## config.mk

```make
export PLATFORM = sky130hd
export DESIGN_NAME = ht_cmd_arbiter
export DESIGN_NICKNAME = d
export VERILOG_FILES = /design/src/rtl/ht_cmd_arbiter.sv
export SDC_FILE = /design/constraint.sdc
export NUM_CORES = 1
export LEC_CHECK = 0
export CORE_AREA = 8 8 158 160
export CTS_CLUSTER_DIAMETER = 120
export DETAILED_ROUTE_END_ITERATION = 8
export DIE_AREA = 0 0 166 168
export PLACE_DENSITY = 0.77
export SLEW_MARGIN = 10
export SYNTH_ARGS = -nofsm -noshare
export SYNTH_HDL_FRONTEND = slang
export SYNTH_SLANG_ARGS = --single-unit
```

## constraint.sdc

```tcl
create_clock -name clk_i -period 3.6 [get_ports clk_i]
set_input_delay 0.72 -clock clk_i [delete_from_list [all_inputs] [get_ports clk_i]]
set_output_delay 0.72 -clock clk_i [all_outputs]
set_load 0.01 [all_outputs]
```

## src/rtl/ht_cmd_arbiter.sv

```systemverilog
// ht_cmd_arbiter: round-robin merge of per-channel ht commands into one engine stream,
// with same-bucket hazard blocking and slot-tagged result routing back to the issuing channel.
module ht_cmd_arbiter #(
    parameter int NUM_CH       = 4,
    parameter int KEY_WIDTH    = 32,
    parameter int VALUE_WIDTH  = 9,
    parameter int BUCKET_WIDTH = 8,
    parameter int MAX_INFLIGHT = 8,
    parameter int RES_WIDTH    = 3
) (
    input  logic                            clk_i,
    input  logic                            rst_i,
    input  logic [NUM_CH*KEY_WIDTH-1:0]     cmd_key_i,
    input  logic [NUM_CH*VALUE_WIDTH-1:0]   cmd_value_i,
    input  logic [NUM_CH*2-1:0]             cmd_opcode_i,
    input  logic [NUM_CH-1:0]               cmd_valid_i,
    output logic [NUM_CH-1:0]               cmd_ready_o,
    output logic [KEY_WIDTH-1:0]            eng_key_o,
    output logic [VALUE_WIDTH-1:0]          eng_value_o,
    output logic [1:0]                      eng_opcode_o,
    output logic [BUCKET_WIDTH-1:0]         eng_bucket_o,
    output logic [$clog2(MAX_INFLIGHT)-1:0] eng_slot_o,
    output logic                            eng_valid_o,
    input  logic                            eng_ready_i,
    input  logic [$clog2(MAX_INFLIGHT)-1:0] res_slot_i,
    input  logic [RES_WIDTH-1:0]            res_rescode_i,
    input  logic [VALUE_WIDTH-1:0]          res_value_i,
    input  logic                            res_valid_i,
    output logic                            res_ready_o,
    output logic [RES_WIDTH-1:0]            ch_res_rescode_o,
    output logic [VALUE_WIDTH-1:0]          ch_res_value_o,
    output logic [NUM_CH-1:0]               ch_res_valid_o,
    input  logic [NUM_CH-1:0]               ch_res_ready_i,
    output logic [$clog2(MAX_INFLIGHT):0]   inflight_cnt_o,
    output logic                            err_stray_o
);
    localparam int SW = $clog2(MAX_INFLIGHT);
    localparam int CW = $clog2(NUM_CH);

    logic [MAX_INFLIGHT-1:0] slot_valid;
    logic [BUCKET_WIDTH-1:0] slot_bucket [MAX_INFLIGHT];
    logic [CW-1:0]           slot_ch [MAX_INFLIGHT];
    logic [KEY_WIDTH-1:0]    key [NUM_CH];
    logic [VALUE_WIDTH-1:0]  value [NUM_CH];
    logic [1:0]              opcode [NUM_CH];
    logic [NUM_CH-1:0]       elig;
    logic [CW-1:0]           rr, idx, gnt_ch, res_ch;
    logic [SW-1:0]           free_slot;
    logic                    can_issue, gnt, hit, retire;

    for (genvar c = 0; c < NUM_CH; c++) begin : g_unpack
        assign key[c]    = cmd_key_i[c*KEY_WIDTH +: KEY_WIDTH];
        assign value[c]  = cmd_value_i[c*VALUE_WIDTH +: VALUE_WIDTH];
        assign opcode[c] = cmd_opcode_i[c*2 +: 2];
    end

    // Hazards are checked against registered slot state only, so a freed bucket unblocks one cycle late.
    assign can_issue = !rst_i && !(&slot_valid) && (!eng_valid_o || eng_ready_i);

    always_comb begin
        elig = '0;
        for (int c = 0; c < NUM_CH; c++) begin
            elig[c] = cmd_valid_i[c] && can_issue;
            for (int s = 0; s < MAX_INFLIGHT; s++)
                if (slot_valid[s] && slot_bucket[s] == key[c][BUCKET_WIDTH-1:0]) elig[c] = 1'b0;
        end
    end

    always_comb begin
        gnt = 1'b0;
        gnt_ch = '0;
        idx = '0;
        for (int i = 0; i < NUM_CH; i++) begin
            idx = CW'((int'(rr) + i) % NUM_CH);
            if (!gnt && elig[idx]) begin
                gnt = 1'b1;
                gnt_ch = idx;
            end
        end
    end

    always_comb begin
        free_slot = '0;
        for (int s = MAX_INFLIGHT - 1; s >= 0; s--)
            if (!slot_valid[s]) free_slot = SW'(s);
    end

    assign cmd_ready_o = gnt ? NUM_CH'(1) << gnt_ch : '0;

    // Results for empty slots are swallowed (ready high, no channel valid) and flagged.
    assign res_ch           = slot_ch[res_slot_i];
    assign hit              = slot_valid[res_slot_i];
    assign res_ready_o      = hit ? ch_res_ready_i[res_ch] : 1'b1;
    assign ch_res_valid_o   = (res_valid_i && hit) ? NUM_CH'(1) << res_ch : '0;
    assign retire           = res_valid_i && hit && ch_res_ready_i[res_ch];
    assign ch_res_rescode_o = res_rescode_i;
    assign ch_res_value_o   = res_value_i;

    always_ff @(posedge clk_i) begin
        if (rst_i) begin
            slot_valid <= '0;
            rr <= '0;
            eng_key_o <= '0;
            eng_value_o <= '0;
            eng_opcode_o <= '0;
            eng_bucket_o <= '0;
            eng_slot_o <= '0;
            eng_valid_o <= 1'b0;
            inflight_cnt_o <= '0;
            err_stray_o <= 1'b0;
        end else begin
            if (retire) slot_valid[res_slot_i] <= 1'b0;
            if (gnt) begin
                slot_valid[free_slot] <= 1'b1;
                slot_bucket[free_slot] <= key[gnt_ch][BUCKET_WIDTH-1:0];
                slot_ch[free_slot] <= gnt_ch;
                rr <= (int'(gnt_ch) == NUM_CH - 1) ? '0 : gnt_ch + 1'b1;
                eng_key_o <= key[gnt_ch];
                eng_value_o <= value[gnt_ch];
                eng_opcode_o <= opcode[gnt_ch];
                eng_bucket_o <= key[gnt_ch][BUCKET_WIDTH-1:0];
                eng_slot_o <= free_slot;
            end
            eng_valid_o <= gnt || (eng_valid_o && !eng_ready_i);
            inflight_cnt_o <= inflight_cnt_o + (SW+1)'(gnt) - (SW+1)'(retire);
            err_stray_o <= res_valid_i && !hit;
        end
    end
endmodule

```

==> results of run 1 <==
## logic make-up after synthesis
| group | Yosys count |
|---|---|
| xor gates and xnor gates | 260 |
| and+or+nand+nor | 244 |
| DFF | 142 |
| buffers and inverters | 108 |
| muxes | 106 |
| AOI/OAI and AO/OA | 89 |
| adders and majority gates | 8 |
## synthesized netlist by cell type (all sizes together) (3+ instances only)
| library cell | instances |
|---|---|
| xnor2 | 107 |
| mux2i | 103 |
| a211oi | 5 |
| ha | 7 |
| inv | 13 |
| clkbuf | 22 |
| nor4 | 25 |
| nor2 | 25 |
| a31o | 4 |
| and2 | 5 |
| o22ai | 3 |
| nand4 | 37 |
| and3 | 8 |
| nor3 | 37 |
| nand3 | 19 |
| edfxtp | 80 |
| o211ai | 4 |
| nor2b | 5 |
| o21ai | 5 |
| a31oi | 3 |
| xor2 | 153 |
| o221ai | 44 |
| buf | 72 |
| dfxtp | 62 |
| a21oi | 7 |
| nand2 | 70 |
## worst max path at each step
stage / end / slack, ns / depth (start not counted)
after global routing: cmd_ready_o[3] / -0.54 / 15
final: cmd_ready_o[3] / -0.44 / 15
after floorplan: cmd_ready_o[3] / -0.06 / 15
after detailed placement: cmd_ready_o[3] / -1.04 / 14
after global placement: cmd_ready_o[3] / -1.03 / 14
after CTS: cmd_ready_o[3] / -0.29 / 13
## through the flow
stage / hold slack, ns / power [uW]
global placement: 0.444 / 3950
CTS: 0.464 / 5740
finish: 0.461 / 5930
detailed placement: 0.446 / 3980
floorplan: 0.495 / 3000
global route: 0.483 / 6130
## cell type report
class | instances | area share
Clock buffer | 20 | 0.0282
Clock inverter | 11 | 0.00485
Inverter | 14 | 0.00408
Multi-Input combinational cell | 707 | 0.384
Sequential cell | 142 | 0.224
Tap cell | 285 | 0.0219
Timing Repair Buffer | 553 | 0.333
## critical path: cells and delay by family
family / cells / cell delay (ns)
buffers and inverters: 6 / 0.90
adder cells (fa/ha/maj): 1 / 0.15
AND/OR/NAND/NOR: 5 / 0.96
XOR/XNOR: 1 / 0.14
AO/OA/AOI/OAI: 2 / 0.42
## layout by cell type, fill, tap and decap left out, drive strengths merged, types with 6 or more instances in the layout
cell,instances
nand4,37
clkinv,6
a21oi,7
nand2,70
edfxtp,80
dlygate4sd2,20
clkdlybuf4s15,10
inv,17
xor2,153
mux2i,103
clkbuf,24
buf,304
dfxtp,62
nor4,25
nor3,37
xnor2,107
ha,7
nand3,19
clkdlybuf4s50,212
o221ai,44
nor2,25
and3,8
## report_power, final
group | leakage [uW] | switching [uW] | total (uW) | internal [uW]
Combinational | 0.00516 | 1010 | 2220 | 1210
Sequential | 0.00124 | 121 | 2040 | 1920
Clock | 0.000267 | 736 | 1660 | 923
Total | 0.00667 | 1870 | 5930 | 4060
## metal layers
layer  track usage  wire length, microns
met5             0                     8
met4         0.101                  1840
met3        0.0783                  3540
met2         0.454                 19500
met1         0.298                 14800
## state kept, by name (all words and copies together) (netlist names)
name,flops
slot_valid,8
inflight_cnt_o,4
eng_value_o,9
slot_ch,16
eng_slot_o,3
slot_bucket,64
err_stray_o,1
eng_key_o,32
eng_valid_o,1
eng_opcode_o,2
rr,2
## timing repair
action / in CTS / in global routing
cloned: 2 / 3
gates resized for setup: 195 / 73
buffers inserted: 51 / 30
pin swaps: 58 / 19
setup endpoints to repair: 159 / 116
==> run metrics, run 1 <==
Slew Limit Fails 0; Fmax about 250 MHz; hpwl dp 28.1 mm; critical path endpoint category primary output; clk_lat worst skew 0.43 ns; final worst path period need 4.04 ns; critical setup path kind primary input to primary output; via count roughly 10,000; syn_area_per_cell a little over 10 sq um; final setup skew approximately 0.012 ns; Yosys reg bits between 100 and 150; number of port buffers around 260; Rel. slew slack 0.670; n_diodes 0; Area growth, synth to finish 67.9%; first drt pass iteration count 8; DRT iter0 DRCs slightly below 800; Simple-Gate Fraction of Synth Area 0.130; drt total wl around 40 mm; wire per inst around 23 microns; Syn Nets between 1,000 and 1,500; number of global-route vias before repair 9,963; dpl ws -1.04 ns; Synth Area in Compound Gates 0.0738; RR Startpoint slot_bucket[7][4]; Finished Core Util 0.727; DP Area approximately 14,000 sq um; Die W around 170 microns; Multi-input gate area ~6200 sq um; Synth area leaders edfxtp_1 25%, xor2_1 14%, dfxtp_1 13%; Final ANT Viol Nets 0; post-synth top area cell edfxtp_1; Initial Utilization 0.433; largest net degree at the start of global routing 48; required time of the critical path approximately 2.9 ns; CTS H-tree lvls 4; post-placement cell count roughly 1,600; Critical Path Start Type primary input; vias per cell around 5.6; Fin Setup TNS -5.98 ns; worst reg2reg path depth 15; GRT Overall Usage 0.261; nets@finish between 1,500 and 2,000; max incr delay on CP approximately 0.31 ns; Hold EP eng_key_o[30]; CP Max Fanout 6; setup violators final 74; largest family of logic cells by synthesized area XOR/XNOR gates; Post-synth EDFFs 80; Least-Margin Pin Slew ~0.48 ns; antenna violations before repair 1; RSZ-0062 raised after global routing yes; GRT Residual Overflow 0; Synth Area in XOR/XNOR 0.235; WHS Path Cells 2; CTS Hold Bufs 0; unique cell type count in the Yosys netlist between 60 and 70; Hold WC Path Type flop to flop; Die ar. 27,900 sq um; Syn Inst Count roughly 960; core box area 22,400 sq um; proportion of layout cells with a drive suffix above 1 0.319; Leakage roughly 0.0067 uW; share of flip-flops with an asynchronous set or reset 0; CTS Buf Count 17; CTS tree done; non-filler instance count after layout between 1,500 and 2,000; CP arrival 3.32 ns; clk root buf clkbuf_16; post-synthesis mux area share 0.113; Critical Path Start cmd_key_i[34]; cell breakdown of the critical path clkdlybuf4s15_1 -> buf_12 -> buf_12 -> xor2_1 -> nor4_1 -> nand4_1 -> and4_4 -> nand3_4 -> o21ba_4 -> o211ai_4 -> clkinvlp_4 -> buf_6 -> ha_4 -> and2_4 -> buf_6; # fillers approximately 1,500; failing checks setup timing; PwrDens roughly 360 nW/um^2; CTS max path bufs 2; CTS sink count 142; drt drc 0; design area 16,300 sq um; synthesized area 9680 sq um; Worst VDD drop roughly 0.26 mV; r2r endpoint slot_bucket[4][5]; Main synth FF type edfxtp_1; Tcrit/Tclk final 1.12; max-cap violations 0; r2r setup slk -0.01 ns; die height 168 microns; Final Worst Setup Slack -0.439 ns; share of the synthesized area in the top cell type 0.248; register area ~3600 sq um; post-synthesis sequential area ratio 0.376; CTS clk-pin slew, worst paths roughly 0.07 ns; slowest cell on the critical path nor4_1; Final GP Congestion between 1 and 1.5; min-delay src eng_key_o[30]; first-pass GRT wire length 56.7 mm; yosys warns 0; Fin. Hold Viols 0; status finished, violations left; Row Count between 50 and 60; IO Count 280; adder-cell share of the synthesized area 0.0111
(Power assumes the default switching activity.)
==> run 2: changes to the inputs <==
--- a/config.mk
+++ b/config.mk
@@ -5,11 +5,12 @@
 export SDC_FILE = /design/constraint.sdc
 export NUM_CORES = 1
 export LEC_CHECK = 0
-export CORE_AREA = 8 8 158 160
+export CORE_AREA = 8 8 161 163
 export CTS_CLUSTER_DIAMETER = 120
 export DETAILED_ROUTE_END_ITERATION = 8
-export DIE_AREA = 0 0 166 168
-export PLACE_DENSITY = 0.77
+export DIE_AREA = 0 0 169 171
+export GPL_TIMING_DRIVEN = 0
+export PLACE_DENSITY = 0.74
 export SLEW_MARGIN = 10
 export SYNTH_ARGS = -nofsm -noshare
 export SYNTH_HDL_FRONTEND = slang
==> run 2 against run 1 <==
  * The run still ends with setup timing left
  * Power decreased by 4.0%
  * Non-clock buffer count decreased by 195
  * Via count decreased by 12%
  * Flip-flop and latch count unchanged
  * Critical path depth decreased by 1
  * Maximum frequency decreased by 0.25%
  * Clock power increased by 9.6%
  * Critical endpoint unchanged
  * Largest power group is now sequential cells
  * Highest routed layer is now met4
==> run metrics, run 2 (same netlist as run 1, synthesis figures left out) <==
CTS tree done; vias per cell about 5.5; CTS H-tree lvls 4; antenna violations before repair 1; Tcrit/Tclk final 1.12; most common cell after layout, fill and taps aside clkdlybuf4s50_1; die height around 170 microns; PwrDens 415 nW/um^2; non-filler instance count after layout approximately 1,600; largest net degree at the start of global routing 17; core box area between 20,000 and 25,000 sq um; Initial Utilization 0.416; Critical Path Start slot_bucket[5][4]; CTS clk-pin slew, worst paths ~0.06 ns; Buf+Inv Stages, Crit Path 5; RR Startpoint slot_bucket[5][4]; cell breakdown of the critical path buf_4 -> xor2_1 -> nor3_1 -> nand4_1 -> and4_1 -> nand3_2 -> buf_6 -> o21ba_4 -> o211ai_4 -> buf_12 -> clkinvlp_4 -> ha_4 -> and2_4 -> buf_6; Critical Path Start Type flop; drt drc 0; GRT Residual Overflow 0; Final Worst Setup Slack -0.450 ns; DRT iter0 DRCs between 500 and 600; Slew Limit Fails 0; max incr delay on CP around 0.44 ns; CTS Buf Count 17; final setup skew roughly 0.012 ns; proportion of layout cells with a drive suffix above 1 0.156; final worst path period need just over 4 ns; CP arrival approximately 3.3 ns; number of port buffers ~230; Most flops, register slot_bucket; critical setup path kind flop to primary output; Rel. slew slack 0.522; critical path endpoint category primary output; dpl ws -1.25 ns; CTS max path bufs 2; clk_lat worst skew roughly 0.43 ns; Die W between 150 and 200 microns; first drt pass iteration count 5; CTS Hold Bufs 0; Fmax 247 MHz; post-placement cell count approximately 1,500; wire per inst between 20 and 25 microns; slowest cell on the critical path edfxtp_1; delay-heaviest family, CP simple AND/OR/NAND/NOR gates; PnR Total Power approximately 5700 uW; via count approximately 8,600; Row Count 56; drt total wl between 30 and 40 mm; Fin Setup TNS -1.76 ns; RSZ-0062 raised after global routing yes; Worst VDD drop between 0.2 and 0.3 mV; biggest regs slot_bucket (64), eng_key_o (32), slot_ch (16); Hold WC Path Type flop to flop; Area growth, synth to finish 41.7%; clk root buf clkbuf_16; Least-Margin Pin Slew 0.716 ns; # fillers about 2,000; most frequent cells in the layout 226 x clkdlybuf4s50_1, 152 x xor2_1, 107 x xnor2_1, 94 x mux2i_1, 80 x edfxtp_1; hpwl dp roughly 27 mm; status finished, violations left; min-delay src eng_key_o[21]; failing checks setup timing; number of global-route vias before repair around 9,100; Leakage 0.00533 uW; Fin. Hold Viols 0; setup violators final 4; Final ANT Viol Nets 0; first-pass GRT wire length 51.8 mm; Finished Core Util 0.590; Die ar. approximately 29,000 sq um; CTS sink count between 100 and 150; Final GP Congestion just over 0.9; CP Max Fanout 5; GRT Overall Usage 0.233; crit-path most repeated cell buf_6; max reg flops 64; IO Count 280; max-cap violations 0; required time of the critical path 2.88 ns; nets@finish roughly 1,400
## run 2: cell count changes in the layout (fill, tap and decap cells not counted), moves of 12 or more
cell / before / now
buf_4: 226 / 61
buf_12: 33 / 4
buf_2: 6 / 26
buf_6: 37 / 18
dlygate4sd2_1: 20 / 3
clkbuf_1: 2 / 17
mux2i_1: 79 / 94
clkdlybuf4s50_1: 212 / 226
nor3_1: 16 / 30
xnor2_1: 94 / 107
xnor2_2: 13 / 0
nor3_2: 17 / 5
## run 2: cell type report
type,instances,area (sq um),share of cell area
Clock buffer,22,518,0.0378
Timing Repair Buffer,268,2600,0.190
Tap cell,319,399,0.0291
Inverter,14,68.8,0.00502
Multi-Input combinational cell,707,5750,0.419
Antenna cell,1,2.50,0.000182
Buffer,90,642,0.0468
Sequential cell,142,3640,0.266
Clock inverter,10,95.1,0.00693
## run 2: tightest hold or removal path: cells and delay by family, from the launching register on
family / cells / cell delay, ns
DFF: 1 / 0.32
AOI/OAI and AO/OA: 1 / 0.06
and+or+nand+nor: 1 / 0.05
## run 2: final timing paths
kind                       end  slack [ns]  cells past startpoint
max             cmd_ready_o[3]       -0.45                     14
max reg2reg  slot_bucket[4][7]        0.12                     13
min reg2reg      eng_key_o[21]        0.47                      2
min              eng_key_o[21]        0.47                      2
## run 2: stage by stage
step	area [sq um]	hold WS, ns
after floorplan	9830	0.495
after global placement	12600	0.444
after detailed placement	12600	0.448
after CTS	13500	0.469
after global routing	13700	0.492
final	13700	0.466
## run 2: timing repair
action / CTS / global route
pin swaps: 11 / 12
setup buffers: 23 / 11
setup endpoints to repair: 117 / 87
gates cloned: 0 / 0
resized for setup: 63 / 35
## run 2: per-layer routing
metal | track usage | routed length [microns]
met1 | 0.275 | 13700
met2 | 0.404 | 17100
met3 | 0.0558 | 2710
met4 | 0.0943 | 1100
met5 | 0 | 0
## run 2: power by group
part	switching (uW)	internal [uW]
clock network	725	1100
logic	882	938
registers	124	1920
total	1730	3960
